### config.mk
export PLATFORM = sky130hd
export DESIGN_NAME = frvp_spi_shadow_reg_vec
export DESIGN_NICKNAME = d
export VERILOG_FILES = /design/src/rtl/frvp_spi_reg_pkg.sv /design/src/rtl/frvp_spi_strb_reg.sv /design/src/rtl/frvp_spi_shadow_reg_vec.sv
export SDC_FILE = /design/constraint.sdc
export NUM_CORES = 1
export LEC_CHECK = 0
export ABC_CLOCK_PERIOD_IN_PS = 1500
export BUFFER_PORTS_ARGS = -buffer_cell sky130_fd_sc_hd__buf_2
export CORE_ASPECT_RATIO = 1.75
export CORE_UTILIZATION = 47
export DETAILED_ROUTE_END_ITERATION = 10
export PLACE_DENSITY = 0.77
export SETUP_SLACK_MARGIN = 0.15
export SYNTH_ARGS = -nofsm -noshare
export SYNTH_HDL_FRONTEND = slang
export SYNTH_HIERARCHICAL = 1
export SYNTH_SLANG_ARGS = --single-unit
export TNS_END_PERCENT = 30
### constraint.sdc
create_clock -name clock -period 1.5 [get_ports clock]
set_input_delay 0.075 -clock clock [delete_from_list [all_inputs] [get_ports clock]]
set_output_delay 0.075 -clock clock [all_outputs]
set_load 0.02 [all_outputs]
### src/rtl/frvp_spi_reg_pkg.sv
// Shared types and helpers for the double-buffered SPI control register.
package frvp_spi_reg_pkg;

    typedef enum logic [1:0] {
        IDLE    = 2'd0,
        PENDING = 2'd1,
        LOAD    = 2'd2
    } state_t;

    function automatic int unsigned strb_width(input int unsigned width);
        return width / 8;
    endfunction

    // Legal register widths are whole bytes, at least one byte.
    function automatic bit width_ok(input int unsigned width);
        return (width >= 8) && ((width % 8) == 0);
    endfunction

endpackage

### src/rtl/frvp_spi_strb_reg.sv
// Byte-strobed register with asynchronous active-low reset to RESET_VALUE.
module frvp_spi_strb_reg
    import frvp_spi_reg_pkg::*;
#(
    parameter int unsigned      WIDTH       = 32,
    parameter logic [WIDTH-1:0] RESET_VALUE = '0
) (
    input  logic                          clock,
    input  logic                          reset_n,
    input  logic [strb_width(WIDTH)-1:0]  strb,
    input  logic [WIDTH-1:0]              data,
    output logic [WIDTH-1:0]              q
);

    localparam int unsigned SW = strb_width(WIDTH);

    always_ff @(posedge clock or negedge reset_n) begin
        if (!reset_n) begin
            q <= RESET_VALUE;
        end else begin
            for (int unsigned i = 0; i < SW; i++) begin
                if (strb[i]) begin
                    q[8*i +: 8] <= data[8*i +: 8];
                end
            end
        end
    end

endmodule

### src/rtl/frvp_spi_shadow_reg_vec.sv
// Double-buffered SPI control register: shadow written by software, active
// copy loaded from shadow only after a commit observes the engine idle.
module frvp_spi_shadow_reg_vec
    import frvp_spi_reg_pkg::*;
#(
    parameter int unsigned      WIDTH       = 32,
    parameter logic [WIDTH-1:0] RESET_VALUE = '0
) (
    input  logic                          clock,
    input  logic                          reset_n,
    input  logic                          io_wr_en,
    input  logic [strb_width(WIDTH)-1:0]  io_wr_strb,
    input  logic [WIDTH-1:0]              io_wr_data,
    input  logic                          io_commit_req,
    input  logic                          io_abort,
    input  logic                          io_idle,
    output logic [WIDTH-1:0]              io_q,
    output logic [WIDTH-1:0]              io_shadow,
    output logic                          io_pending,
    output logic                          io_commit_done
);

    localparam int unsigned SW = strb_width(WIDTH);

    if (!width_ok(WIDTH)) begin : g_bad_width
        $error("frvp_spi_shadow_reg_vec: WIDTH must be a multiple of 8, minimum 8");
    end

    state_t           state;
    logic             pending_r;
    logic             done_r;
    logic             load_c;
    logic [SW-1:0]    sh_strb;
    logic [WIDTH-1:0] sh_data;
    logic [SW-1:0]    act_strb;
    logic [WIDTH-1:0] shadow_next;

    // Abort beats load beats write; the load captures any same-cycle write.
    always_comb begin
        load_c      = (state == LOAD) && !io_abort;
        shadow_next = io_shadow;
        for (int unsigned i = 0; i < SW; i++) begin
            if (io_wr_en && io_wr_strb[i]) begin
                shadow_next[8*i +: 8] = io_wr_data[8*i +: 8];
            end
        end
        if (io_abort) begin
            sh_strb = '1;
            sh_data = io_q;
        end else begin
            sh_strb = io_wr_en ? io_wr_strb : '0;
            sh_data = io_wr_data;
        end
        act_strb = load_c ? '1 : '0;
    end

    frvp_spi_strb_reg #(
        .WIDTH       (WIDTH),
        .RESET_VALUE (RESET_VALUE)
    ) u_shadow (
        .clock   (clock),
        .reset_n (reset_n),
        .strb    (sh_strb),
        .data    (sh_data),
        .q       (io_shadow)
    );

    frvp_spi_strb_reg #(
        .WIDTH       (WIDTH),
        .RESET_VALUE (RESET_VALUE)
    ) u_active (
        .clock   (clock),
        .reset_n (reset_n),
        .strb    (act_strb),
        .data    (shadow_next),
        .q       (io_q)
    );

    // Commit handshake; pending and done are registered alongside the state.
    always_ff @(posedge clock or negedge reset_n) begin
        if (!reset_n) begin
            state     <= IDLE;
            pending_r <= 1'b0;
            done_r    <= 1'b0;
        end else begin
            done_r <= load_c;
            case (state)
                IDLE: begin
                    if (io_commit_req && !io_abort) begin
                        state     <= PENDING;
                        pending_r <= 1'b1;
                    end
                end
                PENDING: begin
                    if (io_abort) begin
                        state     <= IDLE;
                        pending_r <= 1'b0;
                    end else if (io_idle) begin
                        state     <= LOAD;
                        pending_r <= 1'b0;
                    end
                end
                LOAD: begin
                    if (io_commit_req && !io_abort) begin
                        state     <= PENDING;
                        pending_r <= 1'b1;
                    end else begin
                        state     <= IDLE;
                        pending_r <= 1'b0;
                    end
                end
                default: begin
                    state     <= IDLE;
                    pending_r <= 1'b0;
                end
            endcase
        end
    end

    assign io_pending     = pending_r;
    assign io_commit_done = done_r;

endmodule
Yosys cells after proc, flatten, opt, wreduce, memory -nomap -nowiden
Cells that the tools add are included.
{ "totals": {"wordCells": 42, "in_bits": 42, "output_inout_bits": 66, "register_bits": 68} }
{ "classes": {"eq_ne": 4, "n_mux": 18, "reduce_logical": 9} }
{ "op_table": {"columns": ["operator", "count"], "rows": [
  ["2-to-1 mux 32 bit", 1],
  ["2-to-1 mux 8 bit", 4],
  ["2-to-1 mux 4 bit", 3],
  ["logical AND 1 bit", 6],
  ["2-to-1 mux 2 bit", 3],
  ["one-hot mux 2 bit (3 select lines)", 1],
  ["2-to-1 mux 1 bit", 5],
  ["inequality test 3 bit (second input constant)", 1],
  ["one-hot mux 1 bit (3 select lines)", 1],
  ["equality test 2 x 1 -> 1 bit (second input constant)", 1],
  ["equality test 2 bit (second input constant)", 1],
  ["zero test 2 bit", 1],
  ["inequality test 2 bit (second input constant)", 1],
  ["AND reduction 2 bit", 1],
  ["zero test 1 bit", 1]
]} }

Depth between registers and ports, before layout
Gate-level depths: netlist (run 1).
{ "depth": {"depth_word": 4, "depth_mapped": 4, "mapped_depth_nobuf": 3} }

Hierarchy
The synthesis (run 1) kept the hierarchy.
{ "modules_own_cells": {"columns": ["module", "n_inst", "area_each_um2", "cells_per_inst", "seq_area_each_um2"], "rows": [
  ["frvp_spi_strb_reg", 2, 1326.3, 68, 800.8],
  ["frvp_spi_shadow_reg_vec", 1, 953.4, 88, 100.1]
]} }

Worst setup path before layout (run 1)
Ideal clock, no wire load.
{ "synth_timing": {"path_type": "flip-flop to flip-flop", "startpoint": "register state[0]", "endpoint": "register u_active.q[0]", "setup_slack_ns": -0.102, "path_stages_with_launch": 4, "required_time_ns": 1.375, "setup_ns": 0.125, "synth_period_minus_slack_ns": 1.602, "t_arrival_ns": 1.477, "path_buffers": 1, "cell_sequence": "dfrtp_1 > nor3b_1 > buf_6 > mux2_4"} }
{ "synth_via": {"elab_chain_len": 3} }
{ "synth_rtl": {"columns": ["item", "line", "text"], "rows": [
  ["start, declared", "frvp_spi_shadow_reg_vec.sv:29", "state_t state;"],
  ["start signal, assigned", "frvp_spi_shadow_reg_vec.sv:82", "state <= IDLE;"],
  ["start signal, assigned", "frvp_spi_shadow_reg_vec.sv:90", "state <= PENDING;"],
  ["start signal, assigned", "frvp_spi_shadow_reg_vec.sv:96", "state <= IDLE;"],
  ["equality test 2 bit", "frvp_spi_shadow_reg_vec.sv:40", "load_c = (state == LOAD) && !io_abort;"],
  ["logical AND 1 bit", "frvp_spi_shadow_reg_vec.sv:40", null],
  ["net load_c", "frvp_spi_shadow_reg_vec.sv:32", "logic load_c;"],
  ["2-to-1 mux 4 bit", "frvp_spi_shadow_reg_vec.sv:54", "act_strb = load_c ? '1 : '0;"],
  ["end signal, assigned by index", "frvp_spi_strb_reg.sv:23", "q[8*i +: 8] <= data[8*i +: 8];"],
  ["end, declared", "frvp_spi_strb_reg.sv:12", "output logic [WIDTH-1:0] q"]
]} }
The timed path passes the listed nets, and every way through them passes these cells.
A chain may end at the register's enable or synchronous reset.

Final worst setup path (run 1)
{ "layout_timing": {"startpoint": "register state[1]", "endpoint": "register u_active.q[7]"} }
Same word-level chain as after synthesis.

==> flow_summary.toml, run 1 <==
[synthesis]
yosys_warnings = 6
synth_compound_gate_area_share_pct = 0.382
syn_area_per_cell_sq_um = 16.1
syn_inst = 224
ys_types = 13
synth-simple-area-share_pct = 2.74
synth.area.mux_share_pct = 46.6
syn-cell-area_sq_um = 3610
synthXorXnorAreaFrac_pct = 0
ys_seq_elements = 68
synthAdderAreaFrac_pct = 0
synth_top_family_by_area = "multiplexers"
synth_nets = 266
synth.yosys.seq_area_share_pct = 47.2

[setup_path]
required_ns = 1.72
reg2reg_slack_ns = 0.14
crit_path_end_kind = "flop"
arrival_ns = 1.58
worstRegToRegCells = 4
criticalPathCategory = "reg2reg"
cp_max_fo = 8
crit_path_start_kind = "flop"

[floorplan]
fp.dieW_microns = 68.2
start_util_pct = 49.2
rows = 41
dieHeight_microns = 118
io_pins = 108
dieArea_sq_um = 8040
fp.coreArea_sq_um = 7340

[clock_network]
clk_latency_ns = 0.33
cts_max_level = 3
cts_tree = "built"
cts_made_buffers = 9
cts_buffer_depth = 2
cts-root-buf = "clkbuf_16"
clkSlewWorstSetupHoldPaths_ns = 0.05
cts.sinks = 68

[routing]
route.met3.wl_microns = 309
ant_nets = 0
wl_per_cell_microns = 17.8
drc = 0
wl_microns = 7780
drt_pre_antenna_iters = 4
viasPerCell = 5.18
met2_length_microns = 3940
routed-via-count = 2271
drt_iter0_markers = 77
met1_length_microns = 3380
top_layer = "met4"

[timing]
hold_violations = 0
worstMarginPinSlew_ns = 0.373
post-route-min-period_ns = 1.36
fin_ws_ns = 0.136
rsz0062_at_grt = "true"
fin_tns_setup_ns = 0
worst_clock_skew_ns = 0.00759
slew-limit-headroom_pct = 75.1
fin_crit_sh_pct = 90.9
finalSetupViolations = 0
fmax_mhz = 733
slew_violations = 0

[pwr]
leakagePower_uw = 0.00239
peakVddDrop_mv = 0.780
power.density_nw_per_um2 = 1530

[cells_and_area]
regArea_sq_um = 1700
stdcell_area_sq_um = 4650
n_antenna_cell = 0
drive_gt1_share_pct = 77.0
syn_to_final_growth_pct = 28.9
nets = 389
multi_input_area_sq_um = 1810
fillerInstances = 569

[place]
gp_congestion = 0.736
dp_worst_setup_slack_ns = 0.110
placed_cell_area_sq_um = 4290
post-dp-hpwl_microns = 5300
port_buffers = 107

[run_status]
status = "complete, no violations"

[min_path]
min_path_type = "in2reg"
min_path_cells = 2

[global_routing]
grt_antenna_before_repair = 0
grt_pass1_vias = 2349
grt_first_pass_wirelength_microns = 12000
grt_use_total_pct = 20.6
grt_overflow_total = 0
grt_max_degree = 69

[run]
drv_cap = 0
[path summary, 6_finish.rpt]
check | to | startpoint
max | u_active/q[7]$_DFFE_PN0P_ | state[1]$_DFFE_PN0P_
min | state[1]$_DFFE_PN0P_ | io_idle
max reg2reg | u_active/q[7]$_DFFE_PN0P_ | state[1]$_DFFE_PN0P_
min reg2reg | state[1]$_DFFE_PN0P_ | state[1]$_DFFE_PN0P_
max in group asynchronous | u_active/q[13]$_DFFE_PN0P_ | reset_n
min in group asynchronous | u_shadow/q[28]$_DFFE_PN0P_ | reset_n
[area by class of cell]
cell class	instances	area share (%)
multi-input cells	144	38.9
flip-flops and latches	68	36.6
repair buffers	124	16.4
clock buffers	11	5.22
well taps	86	2.32
clock inverters	5	0.592
[cells by family (layout without fill, tap and decap cells)]
family | after synthesis | in the layout
AO/OA/AOI/OAI | 2 | 2
buffers and inverters | 12 | 140
flip-flops | 68 | 68
multiplexers | 128 | 128
AND/OR/NAND/NOR | 14 | 14
[critical path, cell delays in order (launching register included)]
cell and delay (ns):
dfrtp_1 0.39, nor3b_4 0.23, buf_6 0.16, clkbuf_16 0.17, mux2_4 0.30
[layer usage]
metal / GRT usage [%] / up-vias
li1: - / 1063
met4: 9.38 / 0
met3: 5.62 / 10
met1: 25.8 / 1136
met5: 0 / -
met2: 31.9 / 62
[flip-flops by register name, summed over array words and instances, names as in the netlist]
register	count
u_shadow/q	32
u_active/q	32
io_pending	1
io_commit_done	1
state	2
[where the power goes]
| part | internal, uW | switching (uW) |
|---|---|---|
| Clock | 1150 | 774 |
| Combinational | 1300 | 1160 |
| Sequential | 2310 | 398 |
[cells in the mapped netlist]
cell      count  share of area, %
mux2_4       64                27
dfrtp_1      68                47
mux2_2       64                20
o221ai_1      1              0.24
or3b_1        1              0.24
buf_6         8               2.5
nand2b_1      6               1.0
nand2_2       4              0.69
nor4bb_1      1              0.28
a21oi_1       1              0.14
or4b_1        1              0.28
nor3b_1       1              0.21
buf_2         4              0.56
[per-stage QoR]
| stage | hold WS (ns) | instances | util [%] | power (uW) |
|---|---|---|---|---|
| 2_1_floorplan | -0.221 | 224 | - | 4370 |
| 3_3_place_gp | 0.119 | 417 | 58.5 | 5120 |
| 3_5_place_dp | 0.123 | 417 | 58.5 | 5190 |
| 4_1_cts | 0.0211 | 437 | 63.0 | 7150 |
| 5_1_grt | 0.0238 | 438 | 63.3 | 7430 |
| 6_report | 0.0292 | 438 | 63.3 | 7100 |
[placed cells by master, fill, tap and decap left out]
master         instances
clkbuf_1               1
clkbuf_16             10
nand2_2                4
mux2_2                64
mux2_4                64
dlygate4sd3_1          1
a21oi_1                1
o221ai_1               1
or4b_1                 1
clkinv_2               4
bufbuf_16              1
clkinvlp_4             1
buf_12                 4
buf_6                  1
nor4bb_1               1
nand2b_1               6
dfrtp_1               68
or3b_1                 1
nor3b_4                1
buf_4                  9
clkbuf_8               1
buf_2                107
[what timing repair did]
item,in CTS,in global routing
gates resized for setup,0,1
hold endpoints to repair,68,0
pin swaps,0,0
endpoints found under the setup margin,32,32
setup buffers,2,0
hold buffers,1,0
cloned,1,1
Note: power is estimated with default switching activity, not from simulation.
==> inputs of run 2 (changes only) <==
--- a/config.mk
+++ b/config.mk
@@ -7,10 +7,12 @@
 export LEC_CHECK = 0
 export ABC_CLOCK_PERIOD_IN_PS = 1500
 export BUFFER_PORTS_ARGS = -buffer_cell sky130_fd_sc_hd__buf_2
+export CELL_PAD_IN_SITES_DETAIL_PLACEMENT = 2
+export CELL_PAD_IN_SITES_GLOBAL_PLACEMENT = 2
 export CORE_ASPECT_RATIO = 1.75
-export CORE_UTILIZATION = 47
+export CORE_UTILIZATION = 32
 export DETAILED_ROUTE_END_ITERATION = 10
-export PLACE_DENSITY = 0.77
+export PLACE_DENSITY_LB_ADDON = 0.1
 export SETUP_SLACK_MARGIN = 0.15
 export SYNTH_ARGS = -nofsm -noshare
 export SYNTH_HDL_FRONTEND = slang
==> run 2 against run 1 <==
Wire length increased by 21%. Setup slack got worse by 0.022 ns. Clock skew decreased by 0.0023 ns. Hold slack improved by 0.019 ns. Critical path type unchanged. Die area increased by 46%. Critical path depth unchanged. Clock-buffer cell count decreased by 2.
==> flow_summary.toml, run 2 (synthesized netlist as in run 1, its figures left out) <==
[clock_network]
cts-root-buf = "clkbuf_16"
cts_made_buffers = 9
clkSlewWorstSetupHoldPaths_ns = 0.06
cts.sinks = 68
cts_buffer_depth = 2
cts_tree = "built"
cts_max_level = 3
clk_latency_ns = 0.32

[timing]
hold_violations = 0
finalSetupViolations = 0
slew_violations = 0
fin_tns_setup_ns = 0
post-route-min-period_ns = 1.39
hold_slack_ns = 0.0480
worstMarginPinSlew_ns = 0.397
fin_crit_sh_pct = 92.4
rsz0062_at_grt = "true"
slew-limit-headroom_pct = 73.5
worst_clock_skew_ns = 0.00530
fmax_mhz = 721

[cells_and_area]
final_cell_mix = "107 x buf_2, 68 x dfrtp_1, 64 x mux2_2, 64 x mux2_4, 11 x buf_4"
drive_gt1_share_pct = 77.4
final_common_cell = "buf_2"
n_antenna_cell = 0
nets = 391
top_regs = "u_active/q: 32 flops, u_shadow/q: 32 flops, state: 2 flops"
syn_to_final_growth_pct = 33.1

[routing]
wl_microns = 9390
wl_per_cell_microns = 19.4
ant_nets = 0
routed-via-count = 2361
drc = 0
drt_iter0_markers = 51
viasPerCell = 4.88
drt_pre_antenna_iters = 3

[place]
port_buffers = 107
gp_congestion = 0.654
post-dp-hpwl_microns = 6190

[floorplan]
dieHeight_microns = 142
start_util_pct = 33.3
fp.coreArea_sq_um = 10800
io_pins = 108
dieArea_sq_um = 11700
rows = 50
fp.dieW_microns = 82.2

[pwr]
combinationalPowerShare_pct = 31.9
switching_share_pct = 30.7
power.density_nw_per_um2 = 1630
peakVddDrop_mv = 0.636
p_clk_share_pct = 33.3
p_seq_share_pct = 34.8
leakagePower_uw = 0.00244
power.internal_uw = 5410
net-switching-power_uw = 2400

[setup_path]
r2r_start = "state[0]$_DFFE_PN0P_"
cp_max_fo = 10
reg2reg_slack_ns = 0.11
cp-startpoint = "state[0]$_DFFE_PN0P_"
crit_path_start_kind = "flop"
critPathCapture = "u_active/q[29]$_DFFE_PN0P_"
arrival_ns = 1.59
worstRegToRegCells = 4
crit_path_end_kind = "flop"
criticalPathCategory = "reg2reg"
reg2reg_to = "u_active/q[29]$_DFFE_PN0P_"
required_ns = 1.70

[global_routing]
grt_first_pass_wirelength_microns = 14200
grt_pass1_vias = 2608
grt_max_degree = 69
grt_antenna_before_repair = 0
grt_use_total_pct = 16.6
grt_overflow_total = 0

[min_path]
min_path_type = "in2reg"

[run]
drv_cap = 0

[run_status]
status = "complete, no violations"
-- run 2: cell types whose count changed in the layout (fill, tap and decap cells not counted), sizes merged --
cell      before  now
clkinv         4    3
buf          121  124
clkinvlp       1    0
clkbuf        12   10
bufbuf         1    0
bufinv         0    4
-- run 2: per-layer routing --
layer	up-vias	part of all wire (%)	GRT usage (%)
met2	61	55	29.7
met1	1231	40	18.9
met4	0	1.1	6.09
li1	1062	-	-
met5	-	0	0
met3	7	4.0	3.33
-- run 2: cell type report --
type,instances,area (sq um)
multi-input cells,144,1810
clock inverters,7,139
fillers,1111,6020
well taps,130,163
repair buffers,126,764
clock buffers,9,225
flip-flops and latches,68,1700
-- run 2: metrics by stage --
step / area, sq um / setup WS [ns] / total power [uW] / util, % / cells
floorplan: 3620 / 0.187 / 4370 / - / 224
global placement: 4370 / 0.135 / 5180 / 40.3 / 462
detailed placement: 4370 / 0.0967 / 5250 / 40.3 / 462
CTS: 4760 / 0.102 / 7930 / 44.0 / 481
global route: 4800 / 0.0632 / 8190 / 44.3 / 484
finish: 4800 / 0.114 / 7810 / 44.3 / 484
-- run 2: worst min-delay path by stage --
stage / depth (start not counted) / end / startpoint
3_3_place_gp: 2 / u_shadow/q[4]$_DFFE_PN0P_ / reset_n
4_1_cts: 2 / state[1]$_DFFE_PN0P_ / io_idle
6_report: 2 / state[1]$_DFFE_PN0P_ / io_idle
3_5_place_dp: 2 / u_shadow/q[4]$_DFFE_PN0P_ / reset_n
5_1_grt: 2 / state[1]$_DFFE_PN0P_ / io_idle
2_1_floorplan: 0 / io_commit_done$_DFF_PN0_ / reset_n
-- run 2: power by group through the flow --
| stage | Sequential, uW | Combinational, uW | Clock, uW |
|---|---|---|---|
| floorplan | 3230 | 1130 | 0 |
| global placement | 2740 | 2440 | 0 |
| detailed placement | 2750 | 2500 | 0 |
| CTS | 2730 | 2530 | 2670 |
| global route | 2790 | 2660 | 2740 |
| finish | 2720 | 2500 | 2600 |
-- run 2: repair_timing --
item,4_1_cts,5_1_grt
resized for setup,1,0
setup endpoints to repair,32,32
hold endpoints to repair,68,0
gates cloned,0,1
pin swaps,0,0
buffers inserted,2,2
hold buffers,1,0
-- run 2: worst max-delay path: stages (launching register included) --
cell and delay [ns]:
dfrtp_1 0.42, nor3b_4 0.21, buf_4 0.16, buf_12 0.16, mux2_4 0.31
==> inputs of run 3 (changes only) <==
--- a/config.mk
+++ b/config.mk
@@ -9,7 +9,7 @@
 export BUFFER_PORTS_ARGS = -buffer_cell sky130_fd_sc_hd__buf_2
 export CELL_PAD_IN_SITES_DETAIL_PLACEMENT = 2
 export CELL_PAD_IN_SITES_GLOBAL_PLACEMENT = 2
-export CORE_ASPECT_RATIO = 1.75
+export CORE_ASPECT_RATIO = 0.7
 export CORE_UTILIZATION = 32
 export DETAILED_ROUTE_END_ITERATION = 10
 export PLACE_DENSITY_LB_ADDON = 0.1
==> run 3 against run 2 <==
Combinational power is essentially flat. Sequential share of layout area shrank 0.17 points. Wire length shrank 0.58%. Cell area grew 0.47%. Hold slack lost 0.0050 ns. Highest routed layer unchanged. Critical path type unchanged. First-iteration DRC count shrank 18%. Non-clock buffer count grew 4. Maximum frequency grew 1.0%. Critical path depth is the same. Via count shrank 0.64%.
==> flow_summary.toml, run 3 (synthesized netlist as in run 1, its figures left out) <==
[clock_network]
cts_made_buffers = 9
cts-root-buf = "clkbuf_16"
clk_latency_ns = 0.33
cts.sinks = 68
clkSlewWorstSetupHoldPaths_ns = 0.05
cts_tree = "built"
cts_buffer_depth = 2
cts_max_level = 3

[setup_path]
path_delay_family = "flip-flops"
criticalPathCategory = "reg2reg"
cp-startpoint = "state[0]$_DFFE_PN0P_"
cp_max_fo = 10
crit_path_max_incr_delay_ns = 0.40
crit_path_end_kind = "flop"
path_buf_inv = 2
critPathCapture = "u_active/q[5]$_DFFE_PN0P_"
worstRegToRegCells = 4
arrival_ns = 1.59
cp_cell_sequence = "nor3b_4 > buf_4 > buf_12 > mux2_4"
required_ns = 1.72
crit_slowest_cell = "dfrtp_1"
reg2reg_slack_ns = 0.13
r2r_start = "state[0]$_DFFE_PN0P_"
reg2reg_to = "u_active/q[5]$_DFFE_PN0P_"
crit_path_start_kind = "flop"
cp.depth = 4

[floorplan]
io_pins = 108
start_util_pct = 32.7
rows = 32
fp.dieW_microns = 129
dieHeight_microns = 90.8
dieArea_sq_um = 11700
fp.coreArea_sq_um = 11000

[timing]
slew-limit-headroom_pct = 74.6
post-route-min-period_ns = 1.37
rsz0062_at_grt = "true"
worstMarginPinSlew_ns = 0.381
fmax_mhz = 729
worst_clock_skew_ns = 0.00373
hold_violations = 0
fin_tns_setup_ns = 0
finalSetupViolations = 0
slew_violations = 0
fin_crit_sh_pct = 91.5

[pwr]
leakagePower_uw = 0.00244
power.density_nw_per_um2 = 1560
p_clk_share_pct = 30.5
p_seq_share_pct = 36.4
combinationalPowerShare_pct = 33.1
net-switching-power_uw = 2390
peakVddDrop_mv = 0.544
switching_share_pct = 31.8
power.internal_uw = 5120

[routing]
wl_per_cell_microns = 18.3
wl_microns = 9330
viasPerCell = 4.59
drt_iter0_markers = 42
routed-via-count = 2346
ant_nets = 0
drc = 0
drt_pre_antenna_iters = 4

[min_path]
min_path_type = "in2reg"

[cells_and_area]
stdcell_area_sq_um = 4820
final_common_cell = "buf_2"
fillerInstances = 1100
syn_to_final_growth_pct = 33.7
n_antenna_cell = 0
drive_gt1_share_pct = 77.4
nets = 395
top_regs = "u_active/q: 32 flops, u_shadow/q: 32 flops, state: 2 flops"
final_cell_mix = "107 x buf_2, 68 x dfrtp_1, 64 x mux2_2, 64 x mux2_4, 15 x buf_4"

[run]
drv_cap = 0

[place]
placed_cell_area_sq_um = 4390
gp_congestion = 0.676
post-dp-hpwl_microns = 6480
port_buffers = 107

[global_routing]
grt_first_pass_wirelength_microns = 14800
grt_use_total_pct = 17.0
grt_overflow_total = 0
grt_pass1_vias = 2603
grt_antenna_before_repair = 0
grt_max_degree = 69

[run_status]
status = "complete, no violations"
==> run 3: metrics by stage <==
step	total power, uW	hold WS, ns	instances	worst slack [ns]	utilization [%]
2_1_floorplan	4370	-0.221	224	0.187	-
3_3_place_gp	5180	0.136	486	0.118	39.9
3_5_place_dp	5260	0.135	486	0.0863	39.9
4_1_cts	7630	0.0231	510	0.117	43.7
5_1_grt	7870	0.0437	511	0.0142	43.8
6_report	7510	0.0430	511	0.128	43.8
==> run 3: tightest hold or removal path: cells and delay by family <==
family                 cells  cell delay, ns
and+or+nand+nor            1            0.08
buffers and inverters      1            0.10
AOI/OAI and AO/OA          1            0.07
==> run 3: layout make-up <==
class / count / area [sq um] / area share (%)
sequential: 68 / 1700 / 35.3
timing repair buffer: 130 / 805 / 16.7
tap: 153 / 191 / 3.97
multi-input combinational: 144 / 1810 / 37.5
clock buffer: 11 / 243 / 5.04
clock inverter: 5 / 75.1 / 1.56
==> run 3: power groups by stage <==
| stage | Combinational, uW | Clock [uW] | Sequential [uW] |
|---|---|---|---|
| 2_1_floorplan | 1130 | 0 | 3230 |
| 3_3_place_gp | 2440 | 0 | 2740 |
| 3_5_place_dp | 2500 | 0 | 2760 |
| 4_1_cts | 2520 | 2360 | 2740 |
| 5_1_grt | 2640 | 2420 | 2820 |
| 6_report | 2490 | 2290 | 2730 |
==> run 3: what timing repair did <==
item / in CTS / in global routing
gates cloned: 2 / 0
setup endpoints to repair: 32 / 32
buffers inserted: 5 / 1
pin swaps: 1 / 1
resized for setup: 3 / 0
hold endpoints to repair: 68 / 0
hold buffers: 1 / 0
==> run 3: routing by layer <==
metal  wire (microns)  global-route usage, %  vias up  share of wire (%)
met4               95                   5.00        0                1.0
met5                0                      0        -                  0
li1                 -                      -     1081                  -
met1             4590                   23.9     1189                 49
met3              541                   5.57        9                5.8
met2             4100                   24.5       67                 44
==> run 3: how the worst min path moves through the flow <==
| stage | start | end | cells after the start |
|---|---|---|---|
| final | io_commit_req | state[0]$_DFFE_PN0P_ | 3 |
| after global placement | reset_n | u_shadow/q[23]$_DFFE_PN0P_ | 2 |
| after floorplan | reset_n | io_commit_done$_DFF_PN0_ | 0 |
| after CTS | io_idle | state[1]$_DFFE_PN0P_ | 2 |
| after detailed placement | reset_n | u_shadow/q[23]$_DFFE_PN0P_ | 2 |
| after global routing | io_idle | state[1]$_DFFE_PN0P_ | 2 |
